`config.mk`:
```
export PLATFORM = sky130hd
export DESIGN_NAME = tug_round_controller
export DESIGN_NICKNAME = d
export VERILOG_FILES = /design/src/rtl/tug_round_controller.sv
export SDC_FILE = /design/constraint.sdc
export NUM_CORES = 1
export LEC_CHECK = 0
export BUFFER_PORTS_ARGS = -buffer_cell sky130_fd_sc_hd__buf_2
export CAP_MARGIN = 15
export CELL_PAD_IN_SITES_DETAIL_PLACEMENT = 1
export CELL_PAD_IN_SITES_GLOBAL_PLACEMENT = 2
export CORE_AREA = 2 2 57 59
export CTS_CLUSTER_DIAMETER = 50
export DETAILED_ROUTE_END_ITERATION = 12
export DIE_AREA = 0 0 59 61
export PLACE_DENSITY = 0.72
export REMOVE_ABC_BUFFERS = 1
export SLEW_MARGIN = 20
export SYNTH_ARGS = -nofsm -noshare
export SYNTH_HDL_FRONTEND = slang
export SYNTH_SLANG_ARGS = --single-unit
```
`constraint.sdc`:
```
create_clock -name clk -period 1.84 [get_ports clk]
set_input_delay 0.46 -clock clk [delete_from_list [all_inputs] [get_ports clk]]
set_output_delay 0.46 -clock clk [all_outputs]
set_load 0.1 [all_outputs]
```
`src/rtl/tug_round_controller.sv`:
```
// Round sequencer for the tug-of-war playfield: detects round wins, keeps score,
// and freezes / re-centres the light chain between rounds until a player wins the game.
module tug_round_controller #(
  parameter int NUM_LIGHTS  = 9,
  parameter int SCORE_W     = 3,
  parameter int WIN_SCORE   = 7,
  parameter int HOLD_CYCLES = 4
) (
  input  logic                  clk,
  input  logic                  reset,
  input  logic                  L,
  input  logic                  R,
  input  logic [NUM_LIGHTS-1:0] leds,
  output logic                  freeze,
  output logic                  field_reset,
  output logic [SCORE_W-1:0]    left_score,
  output logic [SCORE_W-1:0]    right_score,
  output logic [1:0]            round_winner,
  output logic                  game_over
);

  localparam int CNT_W = (HOLD_CYCLES < 2) ? 1 : $clog2(HOLD_CYCLES);

  typedef enum logic [1:0] {
    PLAY  = 2'b00,
    HOLD  = 2'b01,
    CLEAR = 2'b10,
    OVER  = 2'b11
  } state_t;

  state_t             state_q, state_d;
  logic [SCORE_W-1:0] left_q, left_d, right_q, right_d;
  logic [1:0]         winner_q, winner_d;
  logic [CNT_W-1:0]   cnt_q, cnt_d;

  logic               left_win, right_win;
  logic [SCORE_W-1:0] left_inc, right_inc;

  // A simultaneous L and R press can never satisfy either term.
  assign left_win  = leds[NUM_LIGHTS-1] & L & ~R;
  assign right_win = leds[0] & R & ~L;
  assign left_inc  = left_q + SCORE_W'(1);
  assign right_inc = right_q + SCORE_W'(1);

  always_ff @(posedge clk) begin
    if (reset) begin
      state_q  <= PLAY;
      left_q   <= '0;
      right_q  <= '0;
      winner_q <= 2'b00;
      cnt_q    <= '0;
    end else begin
      state_q  <= state_d;
      left_q   <= left_d;
      right_q  <= right_d;
      winner_q <= winner_d;
      cnt_q    <= cnt_d;
    end
  end

  always_comb begin
    state_d     = state_q;
    left_d      = left_q;
    right_d     = right_q;
    winner_d    = winner_q;
    cnt_d       = cnt_q;
    freeze      = 1'b0;
    field_reset = 1'b0;
    game_over   = 1'b0;
    unique case (state_q)
      PLAY: begin
        if (left_win && !right_win) begin
          left_d   = left_inc;
          winner_d = 2'b10;
          cnt_d    = '0;
          state_d  = (left_inc == SCORE_W'(WIN_SCORE)) ? OVER : HOLD;
        end else if (right_win && !left_win) begin
          right_d  = right_inc;
          winner_d = 2'b01;
          cnt_d    = '0;
          state_d  = (right_inc == SCORE_W'(WIN_SCORE)) ? OVER : HOLD;
        end
      end
      HOLD: begin
        freeze = 1'b1;
        cnt_d  = cnt_q + CNT_W'(1);
        if (cnt_q == CNT_W'(HOLD_CYCLES - 1)) begin
          state_d = CLEAR;
        end
      end
      CLEAR: begin
        // Cell reset outranks lose inside the cells, so freeze may stay high here.
        freeze      = 1'b1;
        field_reset = 1'b1;
        winner_d    = 2'b00;
        state_d     = PLAY;
      end
      OVER: begin
        freeze    = 1'b1;
        game_over = 1'b1;
      end
      default: state_d = PLAY;
    endcase
  end

  assign left_score   = left_q;
  assign right_score  = right_q;
  assign round_winner = winner_q;

endmodule
```
After elaboration in Yosys (flattened, before gate mapping)
Index checks and enable logic that the tools add are counted.
{"block": "totals", "regBits": 12, "latch_bits": 0, "ramBits": 0, "romBits": 0, "output_inout_bits": 11, "elab_cells": 52, "n_memories": 0}
{"block": "classes", "n_addsub": 3, "multipliers": 0, "div": 0, "magnitude_cmp": 0, "n_eq_ne": 8, "shift": 0, "muxes": 15, "bitwise": 7, "reduce_logical": 14}
{"operator": "$mux W2", "count": 9}
{"operator": "$pmux W2 S2", "count": 2}
{"operator": "$add A3 B1 Y3 const B", "count": 2}
{"operator": "$eq A2 B2 Y1 const B", "count": 3}
{"operator": "$eq A3 B3 Y1 const B", "count": 2}
{"operator": "$pmux W2 S3", "count": 1}
{"operator": "$reduce_and A2 Y1", "count": 3}
{"operator": "$reduce_and A3 Y1", "count": 2}
{"operator": "$and A1 B1 Y1", "count": 4}
{"operator": "$reduce_bool A2 Y1", "count": 2}
{"operator": "$mux W1", "count": 3}
{"operator": "$ne A3 B3 Y1 const B", "count": 1}
{"operator": "$not A1 Y1", "count": 3}
{"operator": "$reduce_bool A3 Y1", "count": 1}
{"operator": "$reduce_or A3 Y1", "count": 1}
{"operator": "$add A2 B1 Y2 const B", "count": 1}
{"operator": "$eq A2 B1 Y1 const B", "count": 1}
{"operator": "$logic_and A1 B1 Y1", "count": 2}
{"operator": "$logic_not A1 Y1", "count": 2}
{"operator": "$logic_not A2 Y1", "count": 1}
{"operator": "$ne A2 B2 Y1 const B", "count": 1}

Longest topological paths before layout
Gate-level depths: netlist (run 1).
{"block": "depth", "word_depth": 7, "depth_mapped": 8}

Worst setup path before layout (run 1)
No wires, ideal clock.
{"block": "synth_path", "path_type": "reg-to-reg", "startpoint": "register right_q[0] (netlist: right_score[0])", "endpoint": "register state_q[1]", "setup_time_ns": 0.127, "arrival_ns": 1.782, "t_required_ns": 1.713, "slack_ns": -0.070, "path_stages_with_launch": 5, "n_path_buf": 0, "cell_sequence": "dfxtp_1 -> ha_1 -> nor4b_1 -> nor3_1 -> o32ai_1"}
{"block": "synth_via", "elab_chain_len": 6}
{"item": "start, declared", "line": "32", "rtl": "logic [SCORE_W-1:0] left_q, left_d, right_q, right_d;"}
{"item": "start signal, assigned", "line": "55", "rtl": "right_q <= right_d;"}
{"item": "$add A3 B1 Y3", "line": "43", "rtl": "assign right_inc = right_q + SCORE_W'(1);"}
{"item": "net right_inc[1]", "line": "37", "rtl": "logic [SCORE_W-1:0] left_inc, right_inc;"}
{"item": "$eq A3 B3 Y1", "line": "81", "rtl": "state_d = (right_inc == SCORE_W'(WIN_SCORE)) ? OVER : HOLD;"}
{"item": "$mux W2", "line": "81"}
{"item": "$mux W2", "line": "77", "rtl": "end else if (right_win && !left_win) begin"}
{"item": "$mux W2", "line": "72", "rtl": "if (left_win && !right_win) begin"}
{"item": "$pmux W2 S3", "line": "70", "rtl": "unique case (state_q)"}
{"item": "end signal, assigned", "line": "53", "rtl": "state_q <= state_d;"}
{"item": "end, declared", "line": "31", "rtl": "state_t state_q, state_d;"}
The timed path passes the listed nets, and every way through them passes these cells. The select of a mux whose other input is x is not followed.
A chain may end at the register's enable or synchronous reset.

Worst setup path in the final report (run 1)
{"block": "layout_path", "startpoint": "register state_q[1]", "endpoint": "output freeze"}
{"block": "layout_via", "elab_chain_len": 3, "word_cells_on_any_way": 5, "classes_between": "eq/ne: 3; mux: 1; reduce/logical: 1"}
{"item": "$eq A2 B1 Y1 or $eq A2 B2 Y1 (tied branches)", "line": "70"}
{"item": "$reduce_or A3 Y1 (no source line) *"}
{"item": "$mux W1 *", "line": "70"}
{"item": "end, declared", "line": "14", "rtl": "output logic freeze,"}
Mark *: on every way between the ends. The rest lies on a longest branch, timed or not.

==> results.json, run 1 <==
{
  "nFillCells": 357,
  "hold_buffers": 0,
  "clock_skew_ns": 0.002258,
  "cts_tree": "built",
  "cts.reportedPaths.clkPinSlew_ns": 0.07,
  "cts-htree-levels": 1,
  "synth_cells": 78,
  "min_period_over_period_pct": 94.48,
  "track_usage_pct": 10.42,
  "crit_slowest_cell": "dfxtp_1",
  "rows": 20,
  "antenna_cells": 0,
  "period_minus_slack_ns": 1.738,
  "die_h_um": 61,
  "power.leakage_uw": 0.0003981,
  "root_buffer": "clkbuf_4",
  "fin_nets": 121,
  "via_per_inst": 4.519,
  "drv_slew": 0,
  "area_delta_synth_final_pct": 25.95,
  "cts_buffers": 3,
  "syn-cell-area_um2": 694.4,
  "portBuffers": 16,
  "routed-via-count": 583,
  "cts_setup_buffers": 0,
  "crit_family": "flip-flops",
  "grt_max_degree": 14,
  "ys_warn_count": 0,
  "initial_core_util_pct": 23.52,
  "whs_ns": 0.4793,
  "wl_per_cell_um": 12.15,
  "synth_cell_types": 23,
  "antenna_left": 0,
  "die-area_um2": 3599,
  "hold_violations": 0,
  "fin_tns_setup_ns": 0,
  "p_total_uw": 1214,
  "cp_max_fo": 11,
  "drt-pass1-iter-count": 4,
  "crit_chain": "inv_1 -> ha_4 -> inv_2 -> buf_12",
  "power_density_nw_per_um2": 1388,
  "gp_congestion": 0.7331,
  "dp_hpwl_um": 1217,
  "max-cap-violations": 0,
  "crit_required_ns": 1.38,
  "finalSetupViolations": 0,
  "max_stage_delay_ns": 0.40,
  "grt_pass1_wl_um": 2766,
  "cts_sinks": 12,
  "crit_path_start": "state_q[1]",
  "die_x_um": 59,
  "startpoint_type": "flop",
  "yosysSeqAreaShare_pct": 34.59,
  "yosys_register_bits": 12,
  "setup.worst_path.end_class": "output pin",
  "drt_iter0_drc": 1,
  "routed_wl_um": 1567,
  "critical_path_buf_inv_count": 3,
  "crit_type": "reg -> out",
  "vdd_ir_drop_max_mv": 0.3654,
  "max_freq_ghz": 0.5752,
  "postSynthAreaPerCell_um2": 8.903,
  "grt_remaining_overflow": 0,
  "worstMarginPinSlew_ns": 0.4882,
  "drive_gt1_share_pct": 28.13,
  "antenna_found_initial": 0,
  "outcome": "completed",
  "clk_latency_ns": 0.27,
  "clockBufferDepth": 2,
  "drc": 0,
  "max-slew-margin-rel_pct": 67.68,
  "rsz0062_at_grt": "false",
  "fin_util_pct": 29.62,
  "grt_pass1_vias": 655,
  "ios": 24,
  "multi_input_area_um2": 429.2,
  "register_area_um2": 241.5,
  "worstHoldPathType": "reg -> reg",
  "hold_start": "right_score[1]",
  "critPathArrivalTime_ns": 1.28,
  "worst_r2r_startpoint": "state_q[1]",
  "core_um2": 2953
}
## cell usage after synthesis, drive strengths merged
library cell,n,area (µm²)
dfxtp,12,240.2
ha,10,125.1
nand2,9,33.78
nor2,8,30.03
inv,6,22.52
a21oi,5,25.02
nand3,4,20.02
xor2,4,35.03
nor3,3,15.01
nand3b,2,15.01
o21ai,2,10.01
or2,2,12.51
xnor2,2,17.52
a211oi,1,12.51
a221oi,1,26.28
a32oi,1,8.760
buf,1,11.26
clkbuf,1,3.750
nand2b,1,6.260
nor4,1,6.260
nor4b,1,8.760
o32ai,1,8.760
## report_power, final
| group | switching, µW | total [µW] | leakage (µW) | internal, µW |
|---|---|---|---|---|
| clock network | 85.7 | 161 | 0.0000138 | 75.6 |
| registers | 34.8 | 331 | 0.0000977 | 296 |
| logic | 472 | 722 | 0.000287 | 250 |
| total | 592 | 1210 | 0.000398 | 622 |
## metrics by stage
step	cells	setup slack [ns]	area (µm²)
2_1_floorplan	76	-0.06957	679.4
3_3_place_gp	126	-0.1208	838.3
3_5_place_dp	126	-0.1742	838.3
4_1_cts	129	0.01302	863.3
5_1_grt	129	0.03705	874.6
6_report	129	0.1015	874.6
## logic make-up after synthesis
group                      share of synthesized area [%]
and+or+nand+nor                                    21.26
DFF                                                34.59
AOI/OAI and AO/OA                                  13.15
adders and majority gates                          18.02
buffers and inverters                              5.405
xor gates and xnor gates                           7.568
## cells in the final DEF (no fill, tap or decap), drive strengths merged, types with 2 or more instances in the layout
cell type  synthesis  final
buf                1     17
dfxtp             12     12
ha                10     10
nand2              9      9
nor2               8      8
inv                6      6
a21oi              5      5
nand3              4      4
xor2               4      4
nor3               3      3
clkbuf             1      3
or2                2      2
o21ai              2      2
xnor2              2      2
nand3b             2      2
## sequential cells by signal (all words and copies together), names as in the netlist
| signal | flops |
|---|---|
| state_q | 2 |
| cnt_q | 2 |
| right_score | 3 |
| round_winner | 2 |
| left_score | 3 |
## worst register-to-register path: cells and delay by family, from the launching register on
family                   cells  cell delay [ns]
buffers and inverters        1             0.12
flip-flops                   1             0.40
AO/OA/AOI/OAI                2             0.53
adder cells (fa/ha/maj)      1             0.27
AND/OR/NAND/NOR              1             0.09
## final timing paths
kind	endpoint	cells past startpoint	slack, ns
worst min register to register	right_score[1]	2	0.48
worst max-delay path	freeze	4	0.10
worst min-delay path	right_score[1]	2	0.48
worst max register to register	state_q[0]	5	0.34
## cell type report
cell class	instances	share of cell area (%)
multi-input combinational	58	49.07
sequential	12	27.61
timing repair buffer	17	13.45
tap	33	4.721
clock buffer	3	2.575
inverter	6	2.575
## layer usage
metal	GRT usage [%]	up-vias	share of wire [%]
li1	-	303	-
met2	17.46	6	47
met4	5.844	0	0.57
met5	0	-	0
met1	12.08	272	49
met3	2.772	2	3.0
## what timing repair did
action,4_1_cts,5_1_grt
gates cloned,0,0
pin swaps,0,0
endpoints found under the setup margin,1,1
resized for setup,1,2
Note: power is estimated with default switching activity, not from simulation.
==> run 2: changes to the inputs <==
Settings changed: CORE_AREA 2 2 57 59 to 2 2 55 57, CTS_BUF_LIST from default to sky130_fd_sc_hd__clkbuf_2 sky130_fd_sc_hd__clkbuf_4 sky130_fd_sc_hd__clkbuf_8, DIE_AREA 0 0 59 61 to 0 0 57 59, PLACE_DENSITY 0.72 to 0.77.
==> run 2 against run 1 <==
- routed wire length down 0.57%
- core utilization is 3.0 points higher
- critical path depth is the same
- register-to-register slack better by 0.03 ns
- highest routed layer unchanged
- critical endpoint unchanged
- via count up 1.4%
- non-clock buffer count up 1
- clock skew rose by 0.0021 ns
- flip-flop and latch count stayed put
==> results.json, run 2 (synthesis results as in run 1) <==
{
  "period_minus_slack_ns": 1.744,
  "cts_buffers": 3,
  "max_freq_ghz": 0.5735,
  "rsz0062_at_grt": "false",
  "core_um2": 2710,
  "cts-htree-levels": 1,
  "grt_remaining_overflow": 0,
  "cts_tree": "built",
  "pwr-share-comb_pct": 56.5,
  "vdd_ir_drop_max_mv": 0.6527,
  "fin_util_pct": 32.59,
  "power_density_nw_per_um2": 1424,
  "pwr-share-clk_pct": 17.1,
  "critPathArrivalTime_ns": 1.28,
  "dp_hpwl_um": 1256,
  "rr_endpoint": "state_q[0]",
  "grt_pass1_vias": 568,
  "pwr-share-seq_pct": 26.3,
  "final_common_cell": "buf_2",
  "p_sw_uw": 603.4,
  "met1_usage_pct": 11.80,
  "setup_ws_ns": 0.09633,
  "grt.busiest_layer": "met2",
  "drt_iter0_drc": 5,
  "wl_per_cell_um": 12.08,
  "drt-pass1-iter-count": 4,
  "min_period_over_period_pct": 94.76,
  "rows": 19,
  "whs_path_depth": 2,
  "die-area_um2": 3363,
  "ios": 24,
  "crit_required_ns": 1.38,
  "use_met2_pct": 17.90,
  "cp_max_fo": 5,
  "finalSetupViolations": 0,
  "crit_type": "reg -> out",
  "root_buffer": "clkbuf_4",
  "fin_nets": 122,
  "worstHoldPathType": "reg -> reg",
  "whs_ns": 0.4893,
  "drive_gt1_share_pct": 29.59,
  "hold_start": "right_score[1]",
  "startpoint_type": "flop",
  "routed-via-count": 591,
  "cts_setup_buffers": 0,
  "die_h_um": 59,
  "setup.worst_path.end_class": "output pin",
  "grt_pass1_wl_um": 2656,
  "worst_r2r_startpoint": "state_q[1]",
  "track_usage_pct": 10.43,
  "antenna_cells": 0,
  "portBuffers": 16,
  "switching_share_pct": 47.96,
  "via_per_inst": 4.581,
  "cts.reportedPaths.clkPinSlew_ns": 0.08,
  "design_area_um2": 883.3,
  "max-slew-margin-rel_pct": 67.73,
  "clockBufferDepth": 2,
  "placed_cell_area_um2": 843.3,
  "drv_slew": 0,
  "die_x_um": 57,
  "hold_violations": 0,
  "clock_skew_ns": 0.004370,
  "antenna_found_initial": 0,
  "clk_latency_ns": 0.28,
  "layout_common_cells": "buf_2, dfxtp_1, nand2_1, ha_1, nor2_1",
  "routed_wl_um": 1558,
  "outcome": "completed",
  "max-cap-violations": 0,
  "whs_endpoint": "right_score[1]",
  "worstMarginPinSlew_ns": 0.4873,
  "grt_max_degree": 14,
  "worst_r2r_path_depth": 5,
  "initial_core_util_pct": 25.62,
  "gp_congestion": 0.6960,
  "rrSetupSlack_ns": 0.37,
  "power.leakage_uw": 0.0004075,
  "grtUsageMet3_pct": 4.585,
  "cts_sinks": 12,
  "place_ws_ns": -0.1388,
  "antenna_left": 0,
  "p_int_uw": 654.6,
  "area_delta_synth_final_pct": 27.21,
  "drc": 0
}
run 2: changes by cell type in the layout (fill, tap and decap cells not counted), sizes merged:
cell and delta:
buf +1, clkbuf +1
run 2: stage by stage:
stage	cells	setup TNS [ns]	total power, µW
after floorplan	76	-0.06957	841.0
after global placement	125	-0.2568	1025
after detailed placement	125	-0.3467	1044
after CTS	129	0	1270
after global routing	129	0	1337
final	129	0	1258
run 2: area by class of cell:
cell class,instances,area [µm²]
Inverter,6,22.52
Fill cell,337,1827
Multi-Input combinational cell,58,419.2
Tap cell,31,38.79
Timing Repair Buffer,18,125.1
Clock buffer,4,36.28
Sequential cell,12,241.5
run 2: worst max-delay path, cell delays in order, from the launching register on:
cell and delay [ns]:
dfxtp_1 0.40, inv_1 0.11, ha_2 0.22, inv_2 0.10, buf_12 0.17
run 2: how the worst max path moves through the flow:
stage	from	to	slack (ns)	depth (start not counted)
after floorplan	right_score[0]	state_q[1]	-0.07	4
after global placement	R	state_q[0]	-0.12	6
after detailed placement	R	state_q[0]	-0.14	6
after CTS	state_q[1]	freeze	0.01	4
after global routing	state_q[1]	game_over	0.03	2
final	state_q[1]	freeze	0.1	4
run 2: power groups by stage:
| stage | logic, µW | registers (µW) | clock network, µW |
|---|---|---|---|
| after global placement | 690 | 335 | 0 |
| after floorplan | 430 | 411 | 0 |
| final | 711 | 331 | 216 |
| after CTS | 710 | 332 | 227 |
| after global routing | 760 | 338 | 239 |
| after detailed placement | 709 | 336 | 0 |
run 2: what timing repair did:
item,CTS,global route
pin swaps,0,0
resized for setup,1,1
hold buffers,0,0
setup endpoints to repair,1,1
run 2: per-layer routing:
layer / share of wire, % / vias up / routed length [µm]
li1: - / 301 / -
met1: 45 / 278 / 705
met2: 49 / 10 / 759
met3: 5.0 / 2 / 78
met4: 0.90 / 0 / 14
met5: 0 / - / 0
